==> config.mk <==
export PLATFORM = sky130hd
export DESIGN_NAME = apb_csr_bridge_ai
export DESIGN_NICKNAME = d
export VERILOG_FILES = /design/src/rtl/apb_csr_pkg.sv /design/src/rtl/apb_csr_bridge_ai.sv
export SDC_FILE = /design/constraint.sdc
export NUM_CORES = 1
export LEC_CHECK = 0
export CORE_UTILIZATION = 45
export DETAILED_ROUTE_END_ITERATION = 7
export HOLD_SLACK_MARGIN = 0.06
export PLACE_DENSITY = 0.84
export SYNTH_ARGS = -nofsm -noshare
export SYNTH_HDL_FRONTEND = slang
export SYNTH_SLANG_ARGS = --single-unit
==> constraint.sdc <==
create_clock -name PCLK -period 5.35 [get_ports PCLK]
set_clock_uncertainty 0.15 [all_clocks]
set_input_delay 1.07 -clock PCLK [delete_from_list [all_inputs] [get_ports PCLK]]
set_output_delay 1.07 -clock PCLK [all_outputs]
set_load 0.01 [all_outputs]
==> src/rtl/apb_csr_pkg.sv <==
`default_nettype none
// ============================================================================
// Module   : apb_csr_pkg
// Brief    : Shared register offsets, FSM encoding and PARAM word builder
//            for the APB-to-CSR indirect access bridge.
// Revision : 1.0
// ============================================================================
package apb_csr_pkg;

  localparam logic [1:0] OFS_ADDR  = 2'd0;
  localparam logic [1:0] OFS_DATA  = 2'd1;
  localparam logic [1:0] OFS_CTRL  = 2'd2;
  localparam logic [1:0] OFS_PARAM = 2'd3;

  localparam int CTRL_AINC_BIT = 0;

  typedef enum logic [1:0] {
    ST_IDLE = 2'd0,
    ST_WR   = 2'd1,
    ST_RD   = 2'd2,
    ST_DONE = 2'd3
  } state_t;

  // Self-description word read back from the PARAM register.
  function automatic logic [31:0] param_word(input int aw, input int lat);
    logic [31:0] w_aw;
    logic [31:0] w_lat;
    w_aw       = aw;
    w_lat      = lat;
    param_word = {8'h00, w_lat[7:0], w_aw[7:0], 8'h01};
  endfunction

endpackage
`default_nettype wire

==> src/rtl/apb_csr_bridge_ai.sv <==
`default_nettype none
// ============================================================================
// Module   : apb_csr_bridge_ai
// Brief    : APB3 slave giving indirect access to a fixed-latency CSR space
//            through ADDR/DATA registers, with optional address auto-increment.
// Revision : 1.0
// ============================================================================
module apb_csr_bridge_ai
  import apb_csr_pkg::*;
#(
  parameter int CSR_AW    = 14,
  parameter int RD_LAT    = 1,
  parameter int AINC_STEP = 1
) (
  input  logic              PCLK,
  input  logic              PRESERN,
  input  logic              PSEL,
  input  logic              PENABLE,
  input  logic              PWRITE,
  input  logic [31:0]       PADDR,
  input  logic [31:0]       PWDATA,
  output logic [31:0]       PRDATA,
  output logic              PREADY,
  output logic              PSLVERR,
  output logic [CSR_AW-1:0] CSR_A,
  output logic [31:0]       CSR_DW,
  output logic              CSR_WE,
  input  logic [31:0]       CSR_DR
);

  localparam int                CNT_W      = $clog2(RD_LAT + 1);
  localparam logic [CNT_W-1:0]  CNT_LOAD   = CNT_W'(RD_LAT - 1);
  localparam logic [CNT_W-1:0]  CNT_ONE    = CNT_W'(1);
  localparam logic [CSR_AW-1:0] ADDR_STEP  = CSR_AW'(AINC_STEP);
  localparam logic [31:0]       PARAM_WORD = param_word(CSR_AW, RD_LAT);

  state_t            r_state;
  state_t            w_state_nxt;
  logic [CSR_AW-1:0] r_addr;
  logic [CSR_AW-1:0] w_addr_nxt;
  logic              r_ainc;
  logic              w_ainc_nxt;
  logic [31:0]       r_csr_dw;
  logic [31:0]       w_csr_dw_nxt;
  logic              r_csr_we;
  logic              w_csr_we_nxt;
  logic [CNT_W-1:0]  r_cnt;
  logic [CNT_W-1:0]  w_cnt_nxt;
  logic [31:0]       r_rdata;
  logic [31:0]       w_rdata_nxt;

  logic              w_access;
  logic [1:0]        w_reg;
  logic              w_data_sel;
  logic              w_pready;
  logic              w_unused_paddr;

  assign w_access       = PSEL & PENABLE;
  assign w_reg          = PADDR[3:2];
  assign w_data_sel     = (w_reg == OFS_DATA);
  assign w_unused_paddr = ^{PADDR[31:4], PADDR[1:0]};

  always_ff @(posedge PCLK or negedge PRESERN) begin
    if (!PRESERN) begin
      r_state  <= ST_IDLE;
      r_addr   <= '0;
      r_ainc   <= 1'b0;
      r_csr_dw <= '0;
      r_csr_we <= 1'b0;
      r_cnt    <= '0;
      r_rdata  <= '0;
    end else begin
      r_state  <= w_state_nxt;
      r_addr   <= w_addr_nxt;
      r_ainc   <= w_ainc_nxt;
      r_csr_dw <= w_csr_dw_nxt;
      r_csr_we <= w_csr_we_nxt;
      r_cnt    <= w_cnt_nxt;
      r_rdata  <= w_rdata_nxt;
    end
  end

  // Transfers are only accepted from IDLE; a DATA access then runs the CSR
  // handshake while PSEL/PENABLE are held stable by the APB master.
  always_comb begin
    w_state_nxt  = r_state;
    w_addr_nxt   = r_addr;
    w_ainc_nxt   = r_ainc;
    w_csr_dw_nxt = r_csr_dw;
    w_csr_we_nxt = 1'b0;
    w_cnt_nxt    = r_cnt;
    w_rdata_nxt  = r_rdata;
    case (r_state)
      ST_IDLE: begin
        if (w_access) begin
          if (w_data_sel) begin
            if (PWRITE) begin
              w_csr_dw_nxt = PWDATA;
              w_csr_we_nxt = 1'b1;
              w_state_nxt  = ST_WR;
            end else begin
              w_cnt_nxt   = CNT_LOAD;
              w_state_nxt = ST_RD;
            end
          end else if (PWRITE) begin
            if (w_reg == OFS_ADDR) begin
              w_addr_nxt = PWDATA[CSR_AW-1:0];
            end else if (w_reg == OFS_CTRL) begin
              w_ainc_nxt = PWDATA[CTRL_AINC_BIT];
            end
          end
        end
      end
      ST_WR: begin
        w_state_nxt = ST_DONE;
      end
      ST_RD: begin
        if (r_cnt == '0) begin
          w_rdata_nxt = CSR_DR;
          w_state_nxt = ST_DONE;
        end else begin
          w_cnt_nxt = r_cnt - CNT_ONE;
        end
      end
      ST_DONE: begin
        w_state_nxt = ST_IDLE;
        // Address advances once the CSR access is fully complete, wrapping silently.
        if (r_ainc) begin
          w_addr_nxt = r_addr + ADDR_STEP;
        end
      end
      default: begin
        w_state_nxt = ST_IDLE;
      end
    endcase
  end

  assign w_pready = (r_state == ST_IDLE) ? !(w_access & w_data_sel)
                                         : (r_state == ST_DONE);

  always_comb begin
    PRDATA = '0;
    if (w_access && !PWRITE && w_pready) begin
      case (w_reg)
        OFS_ADDR:  PRDATA = 32'(r_addr);
        OFS_DATA:  PRDATA = r_rdata;
        OFS_CTRL:  PRDATA = {31'b0, r_ainc};
        default:   PRDATA = PARAM_WORD;
      endcase
    end
  end

  assign PREADY  = w_pready;
  assign PSLVERR = w_pready & w_access & PWRITE & (w_reg == OFS_PARAM);
  assign CSR_A   = r_addr;
  assign CSR_DW  = r_csr_dw;
  assign CSR_WE  = r_csr_we;

endmodule
`default_nettype wire

==> results of run 1 <==
## metal layers
metal | share of wire, % | vias up | wire length [µm] | track usage, %
met5 | 0 | - | 0 | 0
met1 | 41 | 1593 | 4150 | 29.8
met2 | 50 | 147 | 5070 | 38.2
li1 | - | 1508 | - | -
met4 | 1.9 | 0 | 197 | 7.84
met3 | 7.7 | 17 | 790 | 5.50
## cell usage after synthesis (all sizes together), types with 6 or more instances
cell	instances	area [µm²]
dfrtp	82	2050
nand4	6	43.8
mux2	65	732
mux2i	13	130
buf	9	40.0
and2	20	125
a21oi	17	85.1
nand3	8	40.0
clkbuf	13	50.0
o21ai	15	75.1
nand2	19	71.3
nor2	24	90.1
## how the worst min path moves through the flow
| stage | startpoint | cells past startpoint | slack, ns | end |
|---|---|---|---|---|
| after floorplan | r_rdata[14] | 1 | 0.32 | r_rdata[14] |
| after global routing | r_rdata[17] | 1 | 0.37 | r_rdata[17] |
| after global placement | r_rdata[18] | 1 | 0.33 | r_rdata[18] |
| after detailed placement | r_rdata[24] | 1 | 0.34 | r_rdata[24] |
| final | r_rdata[29] | 1 | 0.35 | r_rdata[29] |
| after CTS | r_rdata[24] | 1 | 0.36 | r_rdata[24] |
## sequential cells by signal (all words and copies together) (netlist names)
| signal | count |
|---|---|
| r_ainc | 1 |
| r_rdata | 32 |
| CSR_A | 14 |
| CSR_DW | 32 |
| r_state | 2 |
| CSR_WE | 1 |
## cell families after synthesis
logic type,count (synthesis)
adder cells (fa/ha/maj),5
flip-flops,82
AND/OR/NAND/NOR,93
multiplexers,78
AO/OA/AOI/OAI,55
buffers and inverters,27
## critical path, stage by stage (launching register included)
cell and delay [ns]:
dfrtp_1 0.38, ha_1 0.90, inv_1 0.46, nor4_2 0.38, buf_4 0.24, and2_1 0.14
clkdlybuf4s50_1 0.55
## where the power goes
| part | internal (µW) | leakage [µW] | switching [µW] |
|---|---|---|---|
| combinational | 679 | 0.00131 | 494 |
| clock | 215 | 0.0000893 | 223 |
| sequential | 903 | 0.00101 | 217 |
## cell usage in the layout, fill, tap and decap left out, types with 2 or more instances in the layout
master,Yosys,routed
and4_1,2,2
dfrtp_1,82,82
nand4_1,5,5
nor2_1,24,23
o21ai_0,15,15
clkdlybuf4s50_1,0,150
nand2_1,19,19
clkbuf_8,0,9
and2_1,20,20
nand2b_1,2,2
a31oi_1,2,2
inv_1,5,5
ha_1,5,5
and3_1,3,3
a211oi_1,5,5
clkinvlp_4,0,2
nand3_1,8,8
a31o_2,2,2
o31ai_1,2,2
mux2_2,65,65
clkbuf_1,12,2
buf_4,0,6
a41o_1,3,3
mux2i_1,13,13
nor2b_1,2,2
a21oi_1,17,17
clkinv_2,0,2
a2bb2oi_1,2,2
## metrics by stage
step / utilization, % / hold WS [ns] / worst slack, ns
6_report: 68.6 / 0.353 / 0.728
5_1_grt: 68.6 / 0.369 / 0.458
2_1_floorplan: - / 0.322 / 1.79
3_5_place_dp: 66.4 / 0.337 / 0.973
4_1_cts: 68.6 / 0.357 / 0.732
3_3_place_gp: 66.4 / 0.331 / 0.976
## layout make-up
type	count	area share (%)
clock buffers	11	2.30
inverters	5	0.328
repair buffers	156	27.0
clock inverters	5	0.962
flip-flops and latches	82	35.8
multi-input cells	231	31.3
well taps	105	2.30
==> metrics.csv, run 1 <==
metric,value,unit
Critical Path Source,r_state[1],
DRT iter0 DRCs,203,
CP Launch Type,flop,
routability-driven placement congestion ratio,0.771,
Post-Synth XOR/XNOR Area,0,%
starting density of the core,47.3,%
"Slew Viols, Final",0,
adder-cell share of the synthesized area,1.59,%
"Hold Vio Cnt, Final",0,
ys flop type,dfrtp_1,
placed cells,579,
Synth Area in Compound Gates,9.49,%
CP max FO,32,
Lkg Pwr,0.00241,µW
CTS resizes,0,
FF-to-FF setup slack,2.58,ns
critical path class,flop to output port,
cell area after layout,5720,µm²
Die Ht,95.6,µm
diode count,0,
Clock Root Buffer,clkbuf_8,
VDD IR-drop max,259,µV
first-pass GRT wire length,16.0,mm
DRC viols,0,
Rows,33,
synth unique cells,41,
"Net Count, Synth",446,
ys async rst share,100,%
Antenna Violating Nets Remaining,0,
Longest Clk Path Bufs,2,
final wirelength,10.2,mm
WP data required,4.13,ns
H-tree Lvls,3,
number of synthesized flops with an enable pin,0,
max cap viols,0,
Num CTS Buffers,9,
RR Endpoint,CSR_A[9],
die extent in x,95.6,µm
core footprint,8340,µm²
post-synthesis simple-gate area fraction,12.2,%
R2R Path Start,r_state[1],
remaining global-route overflow,0,
total power,2730,µW
yosys warns,0,
clock sink count,82,
average wire per standard cell,17.2,µm
mux contribution to synthesized area,21.9,%
Layout area overhead,45.2,%
status,"finished, final reports clean",
largest family of logic cells by synthesized area,multiplexers,
largest net degree at the start of global routing,83,
CP arrival,3.40,ns
Worst Setup EP,PRDATA[27],
number of cells on the worst reg-to-reg path,5,
RSZ-0062 raised after global routing,no,
power per cell area,477,nW/µm²
total track usage,23.2,%
Nets,591,
drt pass-1 iters,5,
final period utilization,86.4,%
"Avg Cell Area, Syn",11.6,µm²
Slew HR,27.0,%
Vias/cell,5.49,
HP Class,flop to flop,
clock latency on the worst-skew pair,0.34,ns
Fmax,216,MHz
Post-Layout Cell Count,595,
Ports,182,
Port Buffers,151,
Slew @ Worst Pin,1.09,ns
Register Area,2050,µm²
TritonCTS clock tree,yes,
Hold Buf Count CTS,0,
clk slew on worst S/H paths,0.08,ns
Tmin final,4.62,ns
Mapped Cells,340,
vias,3265,
Fin Setup TNS,0,ns
fill count,630,
vias in the first global route,3261,
placed instance area,5540,µm²
Seq cells post-synth,82,
HPWL after detailed placement,7.39,mm
sequential area share after synthesis,52.1,%
postcts setup bufs,0,
antenna violations before repair,0,
Syn Std Cell Area,3940,µm²
die area,9140,µm²
crit end category,output port,
Final setup viols,0,
multi-input logic area,1790,µm²
share of cells above drive strength 1,18.6,%
Power figures use the tool's default switching activity.
==> run 2, diff against run 1 <==
- HOLD_SLACK_MARGIN: 0.06 -> not set
==> results of run 2 <==
Final layout, timing and power as in run 1 (identical DEF).
==> run 3, diff against run 2 <==
- CAP_MARGIN: not set -> 25
==> run 3 against run 2 <==
Effect of this change:
- fmax grew 4.4%
- highest routed layer unchanged
- die area is the same
- largest power group unchanged
- wire length grew 1.3%
- largest cell class unchanged
==> metrics.csv, run 3 (same netlist as run 1, synthesis figures left out) <==
metric,value,unit
status,"finished, final reports clean",
postcts setup bufs,0,
max cap viols,0,
Vias/cell,5.47,
core footprint,8340,µm²
remaining global-route overflow,0,
Hold Buf Count CTS,0,
Die Ht,95.6,µm
die extent in x,95.6,µm
critical path class,input port to output port,
HPWL after detailed placement,7.39,mm
crit end category,output port,
antenna violations before repair,0,
average wire per standard cell,17.3,µm
Nets,593,
Tmin final,4.43,ns
Fin Setup TNS,0,ns
Hold Crit Start,r_rdata[29],
most frequent cells in the layout,"clkdlybuf4s50_1 (150), dfrtp_1 (82), mux2_2 (65), nor2_1 (23), and2_1 (20)",
Rows,33,
WP data required,4.13,ns
Port Buffers,151,
"Slew Viols, Final",0,
Setup WS post-layout,0.921,ns
power per cell area,477,nW/µm²
RR Endpoint,CSR_A[7],
Post-Layout Cell Count,597,
final period utilization,82.8,%
CTS resizes,0,
DRC viols,0,
drt pass-1 iters,4,
VDD IR-drop max,254,µV
TritonCTS clock tree,yes,
Post-Place Worst Slack,0.973,ns
fill count,624,
R2R Path Start,r_state[0],
H-tree Lvls,3,
share of cells above drive strength 1,18.9,%
wl on met1,4.19,mm
Antenna Violating Nets Remaining,0,
number of cells on the worst reg-to-reg path,6,
largest net degree at the start of global routing,83,
CP max FO,22,
Fmax,226,MHz
"Hold Vio Cnt, Final",0,
starting density of the core,47.3,%
total track usage,23.2,%
multi-input logic area,1790,µm²
Longest Clk Path Bufs,2,
die area,9140,µm²
vias in the first global route,3261,
Slew HR,37.4,%
Layout area overhead,46.6,%
Ports,182,
Final setup viols,0,
Num CTS Buffers,9,
routability-driven placement congestion ratio,0.771,
placed instance area,5540,µm²
final wirelength,10.3,mm
CP arrival,3.21,ns
clock latency on the worst-skew pair,0.34,ns
RSZ-0062 raised after global routing,no,
diode count,0,
first-pass GRT wire length,16.0,mm
DRT iter0 DRCs,176,
Met3 Wirelength,738,µm
clock sink count,82,
FF-to-FF setup slack,2.82,ns
cell area after layout,5780,µm²
highest layer used for signal routing,met4,
"commonest non-fill, non-tap cell in the layout",clkdlybuf4s50_1,
Hold Path End,r_rdata[29],
Clock Root Buffer,clkbuf_8,
metal2 WL,5.17,mm
vias,3264,
Slew @ Worst Pin,0.936,ns
Lkg Pwr,0.00243,µW
CP Launch Type,input port,
clk slew on worst S/H paths,0.09,ns
placed cells,579,
Register Area,2050,µm²
HP Class,flop to flop,
worst hold path cell count,1,
## run 3: power breakdown
group          total [µW]  switching [µW]  internal (µW)
registers            1120             218            903
clock network         439             224            215
logic                1200             501            696
total                2760             943           1810
## run 3: worst max-delay path by stage
stage                from  cells past startpoint    endpoint  slack (ns)
2_1_floorplan    PADDR[2]                      6  PRDATA[21]        1.79
3_3_place_gp     PADDR[3]                      7   PRDATA[0]        0.98
3_5_place_dp     PADDR[2]                      6   PRDATA[8]        0.97
4_1_cts        r_state[1]                      6  PRDATA[27]        0.73
5_1_grt          PADDR[2]                      6   PRDATA[8]        0.78
6_report         PADDR[2]                      6   PRDATA[8]        0.92
## run 3: final cells by class
class | instances | share of cell area (%)
multi-input cells | 231 | 31.0
flip-flops and latches | 82 | 35.5
inverters | 5 | 0.325
repair buffers | 158 | 27.7
clock inverters | 5 | 0.953
well taps | 105 | 2.27
clock buffers | 11 | 2.27
## run 3: routing by layer
layer | vias up | track usage (%)
li1 | 1511 | -
met1 | 1589 | 29.8
met2 | 144 | 38.2
met3 | 20 | 5.50
met4 | 0 | 7.84
met5 | - | 0
## run 3: critical path: stages
cell             delay [ns]
clkdlybuf4s50_1        0.47
buf_4                  0.26
a211oi_1               0.26
nand2_1                0.30
nor2_1                 0.24
clkdlybuf4s50_1        0.61
## run 3: metrics by stage
stage	total power, µW	hold WS, ns	util, %
4_1_cts	2750	0.357	68.6
2_1_floorplan	1750	0.322	-
3_5_place_dp	2310	0.337	66.4
5_1_grt	2940	0.369	69.3
6_report	2760	0.352	69.3
3_3_place_gp	2240	0.331	66.4
